File: src/rtl/nsa_pkg.sv
// Shared constants for the nibble-serial adder: FSM state encodings and
// the nibble width handled by the single 4-bit adder slice.
package nsa_pkg;

  // FSM state encodings (2-bit)
  localparam logic [1:0] NSA_IDLE = 2'd0;
  localparam logic [1:0] NSA_RUN  = 2'd1;
  localparam logic [1:0] NSA_DONE = 2'd2;

  // Bits processed per clock by the adder slice
  localparam int NSA_NIB = 4;

  // Nibble counter width: clog2(nibbles), never narrower than one bit
  function automatic int nsa_cnt_width(input int nibbles);
    return (nibbles > 1) ? $clog2(nibbles) : 1;
  endfunction

endpackage

File: src/rtl/nibble_serial_adder_cla4.sv
// cla4: purely combinational 4-bit carry-lookahead adder slice.
// All four internal carries come from generate/propagate terms, so the
// carry-out does not ripple through the sum bits.
module cla4 (
  input  logic [3:0] i_a,
  input  logic [3:0] i_b,
  input  logic       i_ci,
  output logic [3:0] o_s,
  output logic       o_co
);

  logic [3:0] w_g;
  logic [3:0] w_p;
  logic [4:0] w_c;

  // Per-bit generate and propagate
  always_comb begin
    w_g = i_a & i_b;
    w_p = i_a ^ i_b;
  end

  // Lookahead carries, each a flat sum of products of g/p and carry-in
  always_comb begin
    w_c[0] = i_ci;
    w_c[1] = w_g[0] | (w_p[0] & i_ci);
    w_c[2] = w_g[1] | (w_p[1] & w_g[0]) | (w_p[1] & w_p[0] & i_ci);
    w_c[3] = w_g[2] | (w_p[2] & w_g[1]) | (w_p[2] & w_p[1] & w_g[0])
           | (w_p[2] & w_p[1] & w_p[0] & i_ci);
    w_c[4] = w_g[3] | (w_p[3] & w_g[2]) | (w_p[3] & w_p[2] & w_g[1])
           | (w_p[3] & w_p[2] & w_p[1] & w_g[0])
           | (w_p[3] & w_p[2] & w_p[1] & w_p[0] & i_ci);
  end

  // Sum bits and carry-out
  always_comb begin
    o_s  = w_p ^ w_c[3:0];
    o_co = w_c[4];
  end

endmodule

File: src/rtl/nibble_serial_adder.sv
// nibble_serial_adder: WIDTH-bit adder that reuses one cla4 slice over
// WIDTH/4 clocks, least-significant nibble first. The inter-nibble carry
// is registered, so the critical path is one cla4 plus register setup.
// Optional feature macro: NSA_SUB_EN adds the op_sub port (A - B mode).
module nibble_serial_adder
  import nsa_pkg::*;
#(
  parameter int WIDTH = 16  // multiple of 4, at least 4
) (
  input  logic             clk,
  input  logic             reset_n,
  input  logic             start,
  input  logic [WIDTH-1:0] a,
  input  logic [WIDTH-1:0] b,
  input  logic             ci,
`ifdef NSA_SUB_EN
  input  logic             op_sub,
`endif
  output logic             busy,
  output logic             done,
  output logic [WIDTH-1:0] s,
  output logic             co
);

  localparam int N     = WIDTH / NSA_NIB;
  localparam int CNT_W = nsa_cnt_width(N);
  localparam logic [CNT_W-1:0] CNT_LAST = CNT_W'(N - 1);
  localparam logic [CNT_W-1:0] CNT_ONE  = CNT_W'(1);

  logic [1:0]       r_state;
  logic [WIDTH-1:0] r_a;
  logic [WIDTH-1:0] r_b;
  logic             r_carry;
  logic [CNT_W-1:0] r_cnt;
  logic [WIDTH-1:0] r_s;
  logic             r_co;

  logic [3:0]       w_sum;
  logic             w_cout;
  logic             w_accept;
  logic             w_last;
  logic             w_sub;
  logic [WIDTH-1:0] w_b_load;
  logic             w_carry_load;
  logic [WIDTH-1:0] w_a_shift;
  logic [WIDTH-1:0] w_b_shift;
  logic [WIDTH-1:0] w_s_shift;

`ifdef NSA_SUB_EN
  assign w_sub = op_sub;
`else
  assign w_sub = 1'b0;
`endif

  // Single shared adder slice working on the current low nibble
  cla4 u_cla4 (
    .i_a  (r_a[3:0]),
    .i_b  (r_b[3:0]),
    .i_ci (r_carry),
    .o_s  (w_sum),
    .o_co (w_cout)
  );

  // Accept decode and operand conditioning (subtract = A + ~B + 1)
  always_comb begin
    w_accept     = start && ((r_state == NSA_IDLE) || (r_state == NSA_DONE));
    w_last       = (r_cnt == CNT_LAST);
    w_b_load     = w_sub ? ~b : b;
    w_carry_load = w_sub ? 1'b1 : ci;
  end

  // Nibble-wise right shifts: operands drain zeros in at the top, the sum
  // register takes the fresh cla4 nibble at the top
  for (genvar gi = 0; gi < N; gi++) begin : g_shift
    if (gi == N - 1) begin : g_top
      assign w_a_shift[gi*NSA_NIB +: NSA_NIB] = '0;
      assign w_b_shift[gi*NSA_NIB +: NSA_NIB] = '0;
      assign w_s_shift[gi*NSA_NIB +: NSA_NIB] = w_sum;
    end else begin : g_mid
      assign w_a_shift[gi*NSA_NIB +: NSA_NIB] = r_a[(gi+1)*NSA_NIB +: NSA_NIB];
      assign w_b_shift[gi*NSA_NIB +: NSA_NIB] = r_b[(gi+1)*NSA_NIB +: NSA_NIB];
      assign w_s_shift[gi*NSA_NIB +: NSA_NIB] = r_s[(gi+1)*NSA_NIB +: NSA_NIB];
    end
  end

  // Control FSM plus datapath registers; reset discards any in-flight work
  always_ff @(posedge clk or negedge reset_n) begin
    if (!reset_n) begin
      r_state <= NSA_IDLE;
      r_a     <= '0;
      r_b     <= '0;
      r_carry <= 1'b0;
      r_cnt   <= '0;
      r_s     <= '0;
      r_co    <= 1'b0;
    end else begin
      case (r_state)
        NSA_IDLE, NSA_DONE: begin
          if (w_accept) begin
            r_a     <= a;
            r_b     <= w_b_load;
            r_carry <= w_carry_load;
            r_cnt   <= '0;
            r_s     <= '0;
            r_co    <= 1'b0;
            r_state <= NSA_RUN;
          end else begin
            r_state <= NSA_IDLE;
          end
        end
        NSA_RUN: begin
          r_carry <= w_cout;
          r_s     <= w_s_shift;
          r_a     <= w_a_shift;
          r_b     <= w_b_shift;
          r_cnt   <= r_cnt + CNT_ONE;
          if (w_last) begin
            r_co    <= w_cout;
            r_state <= NSA_DONE;
          end
        end
        default: begin
          r_state <= NSA_IDLE;
        end
      endcase
    end
  end

  // Status and result outputs decoded straight from registers
  always_comb begin
    busy = (r_state == NSA_RUN);
    done = (r_state == NSA_DONE);
    s    = r_s;
    co   = r_co;
  end

endmodule

File: config.mk
export PLATFORM = sky130hd
export DESIGN_NAME = nibble_serial_adder
export DESIGN_NICKNAME = d
export VERILOG_FILES = /design/src/rtl/nsa_pkg.sv /design/src/rtl/nibble_serial_adder_cla4.sv /design/src/rtl/nibble_serial_adder.sv
export SDC_FILE = /design/constraint.sdc
export NUM_CORES = 1
export LEC_CHECK = 0
export CAP_MARGIN = 20
export CORE_MARGIN = 2
export CORE_UTILIZATION = 53
export DETAILED_ROUTE_END_ITERATION = 8
export PLACE_DENSITY = 0.86
export SLEW_MARGIN = 40
export SYNTH_ARGS = -nofsm -noshare
export SYNTH_HDL_FRONTEND = slang
export SYNTH_SLANG_ARGS = --single-unit
File: constraint.sdc
create_clock -name clk -period 3.9 [get_ports clk]
set_input_delay 0.975 -clock clk [delete_from_list [all_inputs] [get_ports clk]]
set_output_delay 0.975 -clock clk [all_outputs]
set_load 0.05 [all_outputs]
---- Yosys cells after proc, flatten, opt, wreduce, memory -nomap -nowiden ----
Cells that the tools add are included.
storage, ports and cells
  bits of input ports ..................... 36
  bits in registers ....................... 54
  logic and storage cells ................. 65
cells by class
  bitwise gates (word level) .............. 29
  equal/unequal tests ..................... 5
  add/sub/neg operators ................... 1
  reductions and logical operators ........ 7
  multiplexer cells ....................... 16
operator list
  operator                                                               number
  16-bit one-hot mux with 2 select lines                                 3
  16-bit 2-to-1 mux                                                      3
  1-bit bitwise AND                                                      16
  1-bit bitwise OR                                                       10
  2-bit one-hot mux with 2 select lines                                  2
  4-bit XOR                                                              2
  4-bit bitwise AND                                                      1
  2-bit equality test, second input constant                             2
  1-bit 2-to-1 mux                                                       4
  2-bit 2-to-1 mux                                                       2
  1-bit one-hot mux with 2 select lines                                  2
  3-bit AND reduction                                                    1
  2-bit by 1-bit adder with 2-bit output, second input constant          1
  2-bit by 1-bit equality test with 1-bit output, second input constant  1
  2-bit logical NOT                                                      1
  2-bit by 1-bit != test with 1-bit output, second input constant        1
  2-bit != test, second input constant                                   1
  2-bit AND reduction                                                    1
  2-bit nonzero test                                                     1
  2-bit OR reduction                                                     1
  1-bit logical AND                                                      1
  1-bit logical OR                                                       1

---- Depth between registers and ports, before layout ----
  depth in word-level cells ............... 8
  mapped depth ............................ 6
  mapped depth without buffers ............ 4

---- By module ----
A second synthesis with hierarchy kept.
unflattened totals
  cells, all modules ...................... 247
  area total of the unflattened synthesis .. 2836.5 um^2
modules (own cells, without submodules)
  module               area an instance (um^2)  cells an instance  seq. area each (um^2)  instances
  nibble_serial_adder  2688.8                   230                1351.3                 1
  cla4                 147.6                    17                 0.0                    1

---- Worst setup path before layout ----
Ideal clock, no wire load.
  path kind ............................... reg-to-output
  start ................................... reg r_state[0]
  end ..................................... out done
  path slack .............................. 1.843 ns
  cell stages (with the launch flop) ...... 2
  data arrival time ....................... 1.082 ns
  cell sequence ........................... dfrtp_1 nor2b_1
on the way
  longest elaborated chain between the ends .. 1
ends and longest elaborated chain
  element                   line                        RTL
  start: declaration        nibble_serial_adder.sv:30   logic [1:0] r_state;
  start signal: assignment  nibble_serial_adder.sv:89   r_state <= NSA_IDLE;
  start signal: assignment  nibble_serial_adder.sv:106  r_state <= NSA_RUN;
  start signal: assignment  nibble_serial_adder.sv:108  r_state <= NSA_IDLE;
  2-bit equality test       nibble_serial_adder.sv:132  done = (r_state == NSA_DONE);
  end: declaration          nibble_serial_adder.sv:20   output logic done,
Every way passes these cells.

---- Worst setup path in the final report ----
  start ................................... reg r_state[1]
  end ..................................... out busy
on the way
  longest elaborated chain between the ends .. 1
ends and longest elaborated chain
  element                                         line                        RTL
  2-bit by 1-bit equality test with 1-bit output  nibble_serial_adder.sv:131  busy = (r_state == NSA_RUN);
  end: declaration                                nibble_serial_adder.sv:19   output logic busy,
Every way passes these cells.

==> reports/summary.txt <==
Share of the synthesized area in the top cell type: 56.7%
R2R Setup Slk: 2.17 ns
WL per Instance: 14.7 um
Post-synthesis sequential area ratio: 56.7%
Largest net degree at the start of global routing: 54
Crit path cell chain: nand2b_2 -> inv_2 -> clkdlybuf4s50_1
Vias: 1846
Largest cells by area after synthesis: dfrtp_1, a22o_1, nand2_1
Final setup fails: 0
Final period utilization: 76.2%
N_diodes: 0
Cells after synthesis: 226
Post-CTS setup buffer count: 0
Synth area leader: dfrtp_1
Count of input and output buffers: 54
Clock net sink count: 54
Fmax: 0.336 GHz
Cells after DPL: 318
CTS resizes: 0
Number of synthesized flops with an enable pin: 0
Required time of the worst setup path: 2.92 ns
R2r startpoint: r_a[0]$_DFFE_PN0P_
Mapped Area: 2380 sq um
Critical path class: reg -> out
Vias/cell: 5.68
R2R cell count: 4
Slew headroom: 58.7%
Number of global-route vias before repair: 1848
R2R Path End: s[15]$_DFFE_PN0P_
CORE AREA: 4350 sq um
Syn Nets: 269
Die ar.: 5050 sq um
Crit-path slowest cell: clkdlybuf4s50_1
Worst Max-Slew Pin Slew: 0.617 ns
CTS H-tree lvls: 2
Sequential power share: 36.5%
Min Clock Period, post-route: 2.97 ns
Max incr delay on CP: 0.87 ns
Comb pwr share: 52.9%
Clk Tree Root Cell: clkbuf_8
Synth Register Bits: 54
Placed wire-length estimate: 3230 um
# Max-Cap Violations: 0
Share of cells above drive strength 1: 6.23%
Total grt overflow: 0
Initial antenna violation count: 0
Commonest cells post-synth: dfrtp_1, nand2_1, nor2_1, a31oi_1, a22o_1
First-pass GRT wire length: 8190 um
Inserted Clock Buffers: 5
Initial Util: 54.7%
Final net count: 316
CP Capture Type: primary output
Clk_skew: 0.00455 ns
Net Sw Power: 0.00120 W
YS warnings: 0
Clock share of power: 10.5%
Most used DFF post-synth: dfrtp_1
Most frequent cell after synthesis: dfrtp_1
Crit path launch type: register
Clock tree buffer depth: 2
Worst vdd rail ir drop: 0.355 mV
Fin. max-slew vios: 0
I/O pin cnt: 55
Final std cells w/o fill: 325
Leak: 1.33 nW
Routability cong.: 0.759
Clock transition at path regs: 0.08 ns
Chip width: 71.0 um
Int Pwr: 0.00153 W
Hold WS: 0.499 ns
Site row count: 24
Type of the tightest min-delay check: reg -> reg
Final hold violation count: 0
Detailed Route WL: 4780 um
RSZ-0062 raised after global routing: no
TritonCTS clock tree: built
Mapped Avg Cell Area: 10.5 sq um
Worst Path Max Fanout: 20
Skew-Pair Late Insertion Delay: 0.30 ns
Height of the die: 71.0 um
Switching fraction of total power: 43.9%
CTS Hold Bufs: 0
Setup TNS: 0 ns
Fill cell count: 335
Tot GR Track Use: 20.3%
Status: complete, no violations
Async set-or-reset flop fraction in the synthesized netlist: 100%
Post-route ant nets: 0
Worst Setup EP: busy
Critical Path Source: r_state[1]$_DFFE_PN0N_
Area grow syn2layout: 25.1%
Pwr Density: 915 nW/um^2
Residual DRC count: 0
Count of cell types in the netlist: 29
Worst EP arrival: 2.00 ns
Router iterations before antenna repair: 4
Iteration-0 DRC Markers: 102
[flip-flops by register name, indices dropped and copies added (netlist names)]
signal / count
co: 1
r_b: 16
s: 16
r_cnt: 2
r_state: 2
r_carry: 1
r_a: 16
[routing by layer]
metal | GRT usage, % | share of wire [%] | wire [um]
met1 | 26.7 | 45 | 2170
met2 | 33.9 | 48 | 2310
met3 | 4.84 | 5.4 | 258
met4 | 5.66 | 0.73 | 35
met5 | 0 | 0 | 0
[cells in the final DEF, fill, tap and decap left out, types with 2 or more instances in the layout]
| cell | netlist | layout |
|---|---|---|
| o21ai_1 | 2 | 2 |
| clkbuf_8 | 0 | 5 |
| dfrtp_1 | 54 | 54 |
| nor2_1 | 25 | 25 |
| clkdlybuf4s50_1 | 0 | 53 |
| a32o_1 | 2 | 2 |
| clkbuf_1 | 3 | 2 |
| ha_1 | 6 | 6 |
| nand2b_2 | 0 | 2 |
| nand2_1 | 51 | 51 |
| nand3_1 | 2 | 2 |
| a21o_1 | 3 | 3 |
| a22o_1 | 23 | 23 |
| a31oi_1 | 24 | 24 |
| buf_4 | 7 | 4 |
[area by class of cell]
cell class	count	area, sq um	share of cell area, %
Timing Repair Buffer	57	561	18.8
Inverter	1	3.75	0.126
Tap cell	52	65.1	2.18
Sequential cell	54	1350	45.3
Multi-Input combinational cell	154	923	31.0
Clock buffer	7	76.3	2.56
[worst min path at each step]
stage	from	endpoint	slack [ns]	cells after the start
after floorplan	r_cnt[0]$_DFFE_PN0P_	r_cnt[0]$_DFFE_PN0P_	0.45	1
after global placement	r_cnt[0]$_DFFE_PN0P_	r_cnt[0]$_DFFE_PN0P_	0.47	1
after detailed placement	r_cnt[0]$_DFFE_PN0P_	r_cnt[0]$_DFFE_PN0P_	0.48	1
after CTS	r_cnt[0]$_DFFE_PN0P_	r_cnt[0]$_DFFE_PN0P_	0.50	1
after global routing	r_cnt[0]$_DFFE_PN0P_	r_cnt[0]$_DFFE_PN0P_	0.52	1
final	r_cnt[0]$_DFFE_PN0P_	r_cnt[0]$_DFFE_PN0P_	0.50	1
[power by group through the flow]
| stage | sequential, W | combinational (W) | clock, W |
|---|---|---|---|
| 6_report | 0.000996 | 0.00144 | 0.000287 |
| 5_1_grt | 0.00103 | 0.00159 | 0.000315 |
| 2_1_floorplan | 0.00119 | 0.000920 | 0 |
| 3_3_place_gp | 0.000993 | 0.00140 | 0 |
| 4_1_cts | 0.000995 | 0.00145 | 0.000296 |
| 3_5_place_dp | 0.00100 | 0.00145 | 0 |
[worst max-delay path: cells and delay by family, from the launching register on]
family | cells | cell delay, ns
buf+inv | 2 | 1.15
simple gates | 1 | 0.18
flops | 1 | 0.37
[cells by family (layout without fill, tap and decap cells)]
family / Yosys count / count (layout) / share of synthesized area, %
flip-flops: 54 / 54 / 56.7
XOR/XNOR: 1 / 1 / 0.368
adder cells (fa/ha/maj): 7 / 7 / 3.99
AND/OR/NAND/NOR: 86 / 86 / 14.8
buffers and inverters: 18 / 65 / 4.83
AO/OA/AOI/OAI: 59 / 59 / 18.9
multiplexers: 1 / 1 / 0.420
[metrics by stage]
stage	util, %	area (sq um)	setup slack (ns)	total power, W
6_report	68.4	2980	0.927	0.00273
5_1_grt	68.4	2980	0.838	0.00293
4_1_cts	68.4	2980	0.911	0.00274
3_5_place_dp	66.6	2900	1.25	0.00245
3_3_place_gp	66.6	2900	1.26	0.00239
2_1_floorplan	-	2380	1.84	0.00211
(Power assumes the default switching activity.)
